$ cat src/rtl/cascade_master_sequencer.sv
// -----------------------------------------------------------------------------
// cascade_master_sequencer
//
// Master-side sequencer for a cascaded interrupt controller. It follows the
// two-pulse interrupt-acknowledge handshake on i_inta_n. On the first pulse it
// decides whether the acknowledged IR line has a slave attached. If it does,
// the sequencer drives that slave's address onto the cascade bus. If it does
// not, the master supplies the vector itself during the second pulse. A
// watchdog abandons the sequence when the second pulse does not start within
// TIMEOUT_CYCLES of the end of the first one.
//
// Ports
//   i_clk          single clock, all state changes on its rising edge
//   i_rst_n        asynchronous active-low reset
//   i_spen         1 = master mode (block active), 0 = slave mode (inert)
//   i_inta_n       interrupt-acknowledge strobe, active-low, synchronous
//   i_icw3_slaves  bit i set = slave attached on IR line i
//   i_ack_ir_id    IR being acknowledged, sampled on the first INTA fall only
//   o_cascade      slave address on the cascade bus (3'b000 when not driven)
//   o_cas_oe       cascade bus drive enable for the external tristate
//   o_vector_en    master supplies the vector during the second pulse
//   o_cycle_done   one-cycle pulse on normal completion of the second pulse
//   o_timeout_err  one-cycle pulse when the inter-pulse gap times out
// -----------------------------------------------------------------------------
module cascade_master_sequencer #(
    parameter int TIMEOUT_CYCLES = 64
) (
    input  logic       i_clk,
    input  logic       i_rst_n,
    input  logic       i_spen,
    input  logic       i_inta_n,
    input  logic [7:0] i_icw3_slaves,
    input  logic [2:0] i_ack_ir_id,
    output logic [2:0] o_cascade,
    output logic       o_cas_oe,
    output logic       o_vector_en,
    output logic       o_cycle_done,
    output logic       o_timeout_err
);

    // The counter only has to hold values up to TIMEOUT_CYCLES, so it can
    // never wrap before the timeout fires.
    localparam int CNT_W = $clog2(TIMEOUT_CYCLES + 1);
    // The timeout fires on the GAP edge that would take the count to
    // TIMEOUT_CYCLES.
    localparam logic [CNT_W-1:0] CNT_LAST = CNT_W'(TIMEOUT_CYCLES - 1);

    typedef enum logic [1:0] {
        ST_IDLE = 2'd0,
        ST_P1   = 2'd1,
        ST_GAP  = 2'd2,
        ST_P2   = 2'd3
    } state_t;

    state_t           r_state;
    logic             r_inta_prev;
    logic [CNT_W-1:0] r_cnt;
    logic             r_casc;
    logic [2:0]       r_cascade;
    logic             r_cas_oe;
    logic             r_vector_en;
    logic             r_cycle_done;
    logic             r_timeout_err;

    logic w_fall;
    logic w_rise;
    logic w_casc;

    assign w_fall = r_inta_prev & ~i_inta_n;
    assign w_rise = ~r_inta_prev & i_inta_n;
    assign w_casc = i_icw3_slaves[i_ack_ir_id];

    // Handshake FSM with INTA edge history, gap watchdog and registered outputs.
    always_ff @(posedge i_clk or negedge i_rst_n) begin
        if (!i_rst_n) begin
            r_state       <= ST_IDLE;
            r_inta_prev   <= 1'b1;
            r_cnt         <= '0;
            r_casc        <= 1'b0;
            r_cascade     <= 3'b000;
            r_cas_oe      <= 1'b0;
            r_vector_en   <= 1'b0;
            r_cycle_done  <= 1'b0;
            r_timeout_err <= 1'b0;
        end else begin
            r_inta_prev   <= i_inta_n;
            r_cycle_done  <= 1'b0;
            r_timeout_err <= 1'b0;
            if ((r_state != ST_IDLE) && !i_spen) begin
                // Leaving master mode drops the sequence silently.
                r_state     <= ST_IDLE;
                r_cnt       <= '0;
                r_cascade   <= 3'b000;
                r_cas_oe    <= 1'b0;
                r_vector_en <= 1'b0;
            end else begin
                case (r_state)
                    ST_IDLE: begin
                        if (w_fall && i_spen) begin
                            // The IR number and its cascade status are frozen
                            // here and held for the entire handshake.
                            r_state   <= ST_P1;
                            r_cnt     <= '0;
                            r_casc    <= w_casc;
                            r_cas_oe  <= w_casc;
                            r_cascade <= w_casc ? i_ack_ir_id : 3'b000;
                        end else begin
                            r_state <= ST_IDLE;
                        end
                    end
                    ST_P1: begin
                        if (w_rise) begin
                            r_state <= ST_GAP;
                            r_cnt   <= '0;
                        end else begin
                            r_state <= ST_P1;
                        end
                    end
                    ST_GAP: begin
                        // A fall on the timeout edge still counts as on time.
                        if (w_fall) begin
                            r_state     <= ST_P2;
                            r_cnt       <= '0;
                            r_vector_en <= ~r_casc;
                        end else if (r_cnt == CNT_LAST) begin
                            r_state       <= ST_IDLE;
                            r_cnt         <= '0;
                            r_timeout_err <= 1'b1;
                            r_cascade     <= 3'b000;
                            r_cas_oe      <= 1'b0;
                            r_vector_en   <= 1'b0;
                        end else begin
                            r_state <= ST_GAP;
                            r_cnt   <= r_cnt + CNT_W'(1);
                        end
                    end
                    ST_P2: begin
                        if (w_rise) begin
                            r_state      <= ST_IDLE;
                            r_cycle_done <= 1'b1;
                            r_cascade    <= 3'b000;
                            r_cas_oe     <= 1'b0;
                            r_vector_en  <= 1'b0;
                        end else begin
                            r_state <= ST_P2;
                        end
                    end
                    default: begin
                        r_state     <= ST_IDLE;
                        r_cnt       <= '0;
                        r_cascade   <= 3'b000;
                        r_cas_oe    <= 1'b0;
                        r_vector_en <= 1'b0;
                    end
                endcase
            end
        end
    end

    assign o_cascade     = r_cascade;
    assign o_cas_oe      = r_cas_oe;
    assign o_vector_en   = r_vector_en;
    assign o_cycle_done  = r_cycle_done;
    assign o_timeout_err = r_timeout_err;

endmodule

$ cat config.mk
export PLATFORM = sky130hd
export DESIGN_NAME = cascade_master_sequencer
export DESIGN_NICKNAME = d
export VERILOG_FILES = /design/src/rtl/cascade_master_sequencer.sv
export SDC_FILE = /design/constraint.sdc
export NUM_CORES = 1
export LEC_CHECK = 0
export BUFFER_PORTS_ARGS = -buffer_cell sky130_fd_sc_hd__buf_2
export CAP_MARGIN = 0
export CORE_MARGIN = 2
export CORE_UTILIZATION = 55
export CTS_CLUSTER_SIZE = 16
export DETAILED_ROUTE_END_ITERATION = 10
export GPL_TIMING_DRIVEN = 0
export PLACE_DENSITY = 0.79
export SYNTH_ARGS = -nofsm -noshare
export SYNTH_HDL_FRONTEND = slang
export SYNTH_SLANG_ARGS = --single-unit
$ cat constraint.sdc
create_clock -name i_clk -period 5.1 [get_ports i_clk]
set_input_delay 0.51 -clock i_clk [delete_from_list [all_inputs] [get_ports i_clk]]
set_output_delay 0.51 -clock i_clk [all_outputs]
set_load 0.02 [all_outputs]
==> metrics.txt, run 1 <==
Antenna Nets Post-Route 0; fmax ~0.48 GHz; DP HPWL 1925 um; CTS sink cnt 18; Worst Max-Slew Pin Slew approximately 0.59 ns; Critical Path Start Type register; Die Span X ~50 um; Slew HR ~60%; Tmin final between 2 and 2.5 ns; # DRC 0; core area roughly 2000 um^2; CTS tree yes; clock slew at reported path FFs 0.11 ns; CTS Buf Count 3; Worst EP required approximately 5.3 ns; Post-CTS Setup Repair Bufs 0; worst-case clock buffer depth 2; first-pass GRT wire length 4291 um; die area 2502 um^2; Peak VDD IR ~0.19 mV; worst setup path class reg -> reg; fillers around 160; overall routed net length ~2600 um; # Max-Cap Violations 0; Port Buffers 21; crit path DAT roughly 2.3 ns; Slew Viols, Final 0; r2r worst-path depth 7; pin count of the biggest net entering global routing 19; fraction of registers with async set/reset between 90% and 100%; worst clock skew 0.001296 ns; setup tns final 0 ns; Avg WL per Cell 15.03 um; syn avg cell area 9.707 um^2; final setup fails 0; worst-path fanout max 9; via density per instance roughly 5.9; CTS resizes 0; Initial DRC Count 29; PD cells 235.1 nW/um^2; grt total ovfl 0; later-pin clock latency in the skew report slightly above 0.3 ns; RSZ-0062 raised after global routing no; CP endpoint kind register; Tot GR Track Use a little under a quarter; Yosys cell types 37; routability cong. 0.8149; Non-Filler Instances about 170; DRT Pass-1 Iters 4; Initial Utilization between 50% and 60%; synthesized area 1165 um^2; antenna cells 0; H-tree depth 1; Hold Crit Class in -> async; Top FF cell, synth dfrtp_1; crit share post-route ~41%; initial antenna violation count 0; hold_ws approximately 0.11 ns; Yosys Warn Count 0; Final Hold Vio Count 0; clk root buf clkbuf_4; Seq cells post-synth 18; Die Span Y about 50 um; ratio of cells with drive above 1 in the final layout 22.76%; layout overhead on the synthesized area 15.04%; sequential element share of the synthesized area between 30% and 40%; number of global-route vias before repair just over 900; Nets between 150 and 200; via count between 1,000 and 1,500; placed cells ~170; Post-CTS Hold Fix Bufs 0; number of synthesized flops with an enable pin 0; Site Rows 16; # IOs 22; Net Count, Synth ~140; outcome complete, no violations; Pleak around 0.61 nW; cell count after synthesis 120
metrics by stage:
stage                     utilization, %  setup slack (ns)  total power, mW  area (um^2)
after floorplan                        -             3.340           0.2003         1165
after global placement             65.78             3.086           0.2225         1304
after detailed placement           65.78             3.032           0.2243         1304
after CTS                          67.61             3.027           0.3157         1340
after global routing               67.61             2.844           0.3309         1340
final                              67.61             3.021           0.3150         1340
power breakdown:
group | switching, mW | internal, mW | total [mW]
logic | 0.0378 | 0.0262 | 0.0641
registers | 0.00446 | 0.153 | 0.157
clock network | 0.0500 | 0.0436 | 0.0936
path summary, 6_finish.rpt:
kind	startpoint	end	slack (ns)
max	r_state[0]$_DFF_PN0_	o_cas_oe$_DFFE_PN0P_	3.02
min	i_rst_n	r_cnt[6]$_DFFE_PN0P_	0.11
max in group asynchronous	i_rst_n	r_inta_prev$_DFF_PN1_	4.67
max reg2reg	r_state[0]$_DFF_PN0_	o_cas_oe$_DFFE_PN0P_	3.02
min reg2reg	o_cas_oe$_DFFE_PN0P_	o_cas_oe$_DFFE_PN0P_	0.52
min in group i_clk	i_inta_n	r_inta_prev$_DFF_PN1_	0.34
cell usage in the layout (no fill, tap or decap), types with 2 or more instances in the layout:
cell type / synthesis / routed
dfrtp_1: 17 / 17
buf_2: 2 / 23
nand2_1: 6 / 6
o221ai_1: 5 / 5
nor3_1: 3 / 3
clkbuf_4: 0 / 3
nor2b_1: 6 / 6
inv_1: 9 / 9
nand3_1: 3 / 3
o21ai_0: 4 / 4
o211ai_1: 4 / 4
ha_1: 6 / 6
a21oi_1: 6 / 6
a21boi_1: 2 / 2
nor2_1: 6 / 6
nand4_1: 3 / 3
o2bb2ai_1: 2 / 2
o21a_1: 2 / 2
and3_1: 4 / 4
mux2i_1: 7 / 7
nand2b_1: 6 / 6
Yosys cell counts (2+ instances only):
cell type,instances,area (um^2)
nand2b_1,6,37.54
nand4_1,3,18.77
o21a_1,2,15.01
o2bb2ai_1,2,17.52
nor2_1,6,22.52
nor3_1,3,15.01
nor2b_1,6,37.54
inv_1,9,33.78
mux2i_1,7,70.07
o211ai_1,4,30.03
a21oi_1,6,30.03
ha_1,6,75.07
o221ai_1,5,43.79
nand3_1,3,15.01
and3_1,4,25.02
nand2_1,6,22.52
dfrtp_1,17,425.4
buf_2,2,10.01
o21ai_0,4,20.02
a21boi_1,2,15.01
flip-flops by register name, summed over array words and instances, names as in the netlist:
signal         flops
r_cnt              7
o_cas_oe           1
o_cascade          3
r_inta_prev        1
o_cycle_done       1
r_state            2
r_casc             1
o_timeout_err      1
o_vector_en        1
cells by family after synthesis:
logic type	share of synthesized area, %
simple gates	19.98
flops	38.78
mux	9.237
compound gates	21.48
buf+inv	4.081
fa+ha+maj	6.445
area by class of cell:
class	count	area, um^2	area share, %
clock buffer	4	36.28	2.708
tap	27	33.78	2.521
inverter	9	33.78	2.521
timing repair buffer	21	105.1	7.843
buffer	3	13.76	1.027
sequential	18	451.7	33.71
multi-input combinational	90	665.6	49.67
metal layers:
metal  global-route usage [%]  part of all wire [%]  up-vias
met5                        0                     0        -
met4                    10.19                   1.9        0
met3                    2.727                   4.8        7
met2                    37.94                    49       33
met1                    30.51                    44      478
li1                         -                     -      498
worst max-delay path, cell delays in order (launching register included):
cell	delay (ns)
dfrtp_1	0.40
inv_1	0.09
ha_1	0.19
buf_2	0.16
nor2_1	0.47
nor3_1	0.19
and3_1	0.23
mux2_4	0.25
Power figures use the tool's default switching activity.
==> inputs of run 2 (changes only) <==
CORE_UTILIZATION = 54   (was 55)
PLACE_DENSITY = 0.78   (was 0.79)
clock period = 2.2 ns   (was 5.1 ns; I/O delays follow)
==> metrics.txt, run 2 (synthesis results as in run 1) <==
Peak VDD IR approximately 0.42 mV; Hold Crit Class in -> reg; Crit path depth 7; Crit path max-delay family compound AO/OA/AOI/OAI gates; most frequent cells in the layout 23 x buf_2, 17 x dfrtp_1, 9 x inv_1; cells along the critical path inv_1 -> ha_1 -> buf_2 -> o21a_1 -> o31ai_1 -> o2111a_2 -> mux2_4; Top reg by flops r_cnt; worst-path fanout max 8; final setup fails 0; Post-CTS Setup Repair Bufs 0; worst clock skew roughly 0.0071 ns; number of global-route vias before repair 991; Final Cell Area between 1000 and 1500 um^2; via density per instance approximately 6; Sequential cell area ~450 um^2; Reg2Reg Setup Slack slightly below 0.3 ns; Die Span X between 50 and 60 um; setup tns final 0 ns; Final Core Density between 60% and 70%; routability cong. ~0.86; pin count of the biggest net entering global routing 19; worst setup path endpoint o_cas_oe$_DFFE_PN0P_; Pwr Total 0.7212 mW; placed cells between 150 and 200; Critical Path Start Type register; Worst R2R End o_cas_oe$_DFFE_PN0P_; Port Buffers 21; most common cell after layout, fill and taps aside buf_2; worst setup path class reg -> reg; # IOs 22; hold_ws approximately 0.061 ns; Buf/Inv on CP 2; CTS Buf Count 3; Non-Filler Instances between 150 and 200; antenna cells 0; CTS sink cnt 18; PD cells around 530 nW/um^2; Slew Viols, Final 0; clk root buf clkbuf_4; worst-case clock buffer depth 2; die area 2545 um^2; Nets approximately 170; via count roughly 1,000; # DRC 0; Die Span Y 50.45 um; Initial Utilization 58.19%; crit path DAT approximately 2.1 ns; Final Hold Vio Count 0; layout overhead on the synthesized area 16.11%; first-pass GRT wire length between 4000 and 5000 um; grt total ovfl 0; DP HPWL approximately 1900 um; CP endpoint kind register; # Max-Cap Violations 0; later-pin clock latency in the skew report 0.29 ns; core area 2002 um^2; setup ws final a little under 0.3 ns; Post-Place Worst Slack between 0.15 and 0.2 ns; Site Rows 16; CP max stage delay about 0.39 ns; ratio of cells with drive above 1 in the final layout between 20% and 30%; Pleak 0.6100 nW; Slew HR between 60% and 70%; Worst Setup SP r_state[0]$_DFF_PN0_; initial antenna violation count 0; fmax 0.5248 GHz; clock slew at reported path FFs about 0.11 ns; CTS tree yes; H-tree depth 1; Antenna Nets Post-Route 0; outcome complete, no violations; Worst EP required approximately 2.4 ns; Tmin final 1.905 ns; slowest stage cell, crit path dfrtp_1; RSZ-0062 raised after global routing no; crit share post-route about 87%; DRT Pass-1 Iters 4; placed cell areas between 1000 and 1500 um^2; fillers about 170; overall routed net length 2508 um; Initial DRC Count 21; Avg WL per Cell roughly 14 um; Worst Max-Slew Pin Slew between 0.4 and 0.5 ns; max reg flops 7; multi-input logic area around 670 um^2; r2r worst-path depth 7; reg2reg start r_state[0]$_DFF_PN0_; Tot GR Track Use 21.26%
[run 2: metal layers]
| metal | up-vias | track usage [%] | routed length (um) |
|---|---|---|---|
| met1 | 493 | 26.35 | 1100 |
| met2 | 26 | 37.28 | 1296 |
| li1 | 500 | - | - |
| met3 | 2 | 3.571 | 93 |
| met5 | - | 0 | 0 |
| met4 | 0 | 7.207 | 17 |
[run 2: report_power, final]
part / internal (mW) / switching, mW
registers: 0.354 / 0.0106
logic: 0.0621 / 0.0897
clock network: 0.101 / 0.104
total: 0.517 / 0.204
[run 2: how the worst min path moves through the flow]
stage                   from                     to  slack (ns)  cells after the start
global placement     i_rst_n   r_state[1]$_DFF_PN0_        0.17                      1
CTS                 i_inta_n  r_inta_prev$_DFF_PN1_        0.06                      1
global route        i_inta_n  r_inta_prev$_DFF_PN1_        0.06                      1
floorplan            i_rst_n   o_cas_oe$_DFFE_PN0P_       -0.08                      0
detailed placement   i_rst_n   r_state[1]$_DFF_PN0_        0.17                      1
finish              i_inta_n  r_inta_prev$_DFF_PN1_        0.06                      1
[run 2: repair_timing]
item / in CTS / in global routing
gates resized for setup: 0 / 1
setup endpoints to repair: 0 / 1
hold buffers: 1 / 0
hold endpoints to repair: 17 / 0
[run 2: area by class of cell]
class	instances	area share, %
Buffer	3	1.018
Clock buffer	4	2.683
Inverter	9	2.498
Multi-Input combinational cell	90	49.40
Sequential cell	18	33.39
Tap cell	27	2.498
Timing Repair Buffer	22	8.511
[run 2: worst register-to-register path, stage by stage, from the launching register on]
cell,delay (ns)
dfrtp_1,0.39
inv_1,0.09
ha_1,0.19
buf_2,0.17
o21a_1,0.24
o31ai_1,0.09
o2111a_2,0.33
mux2_4,0.31
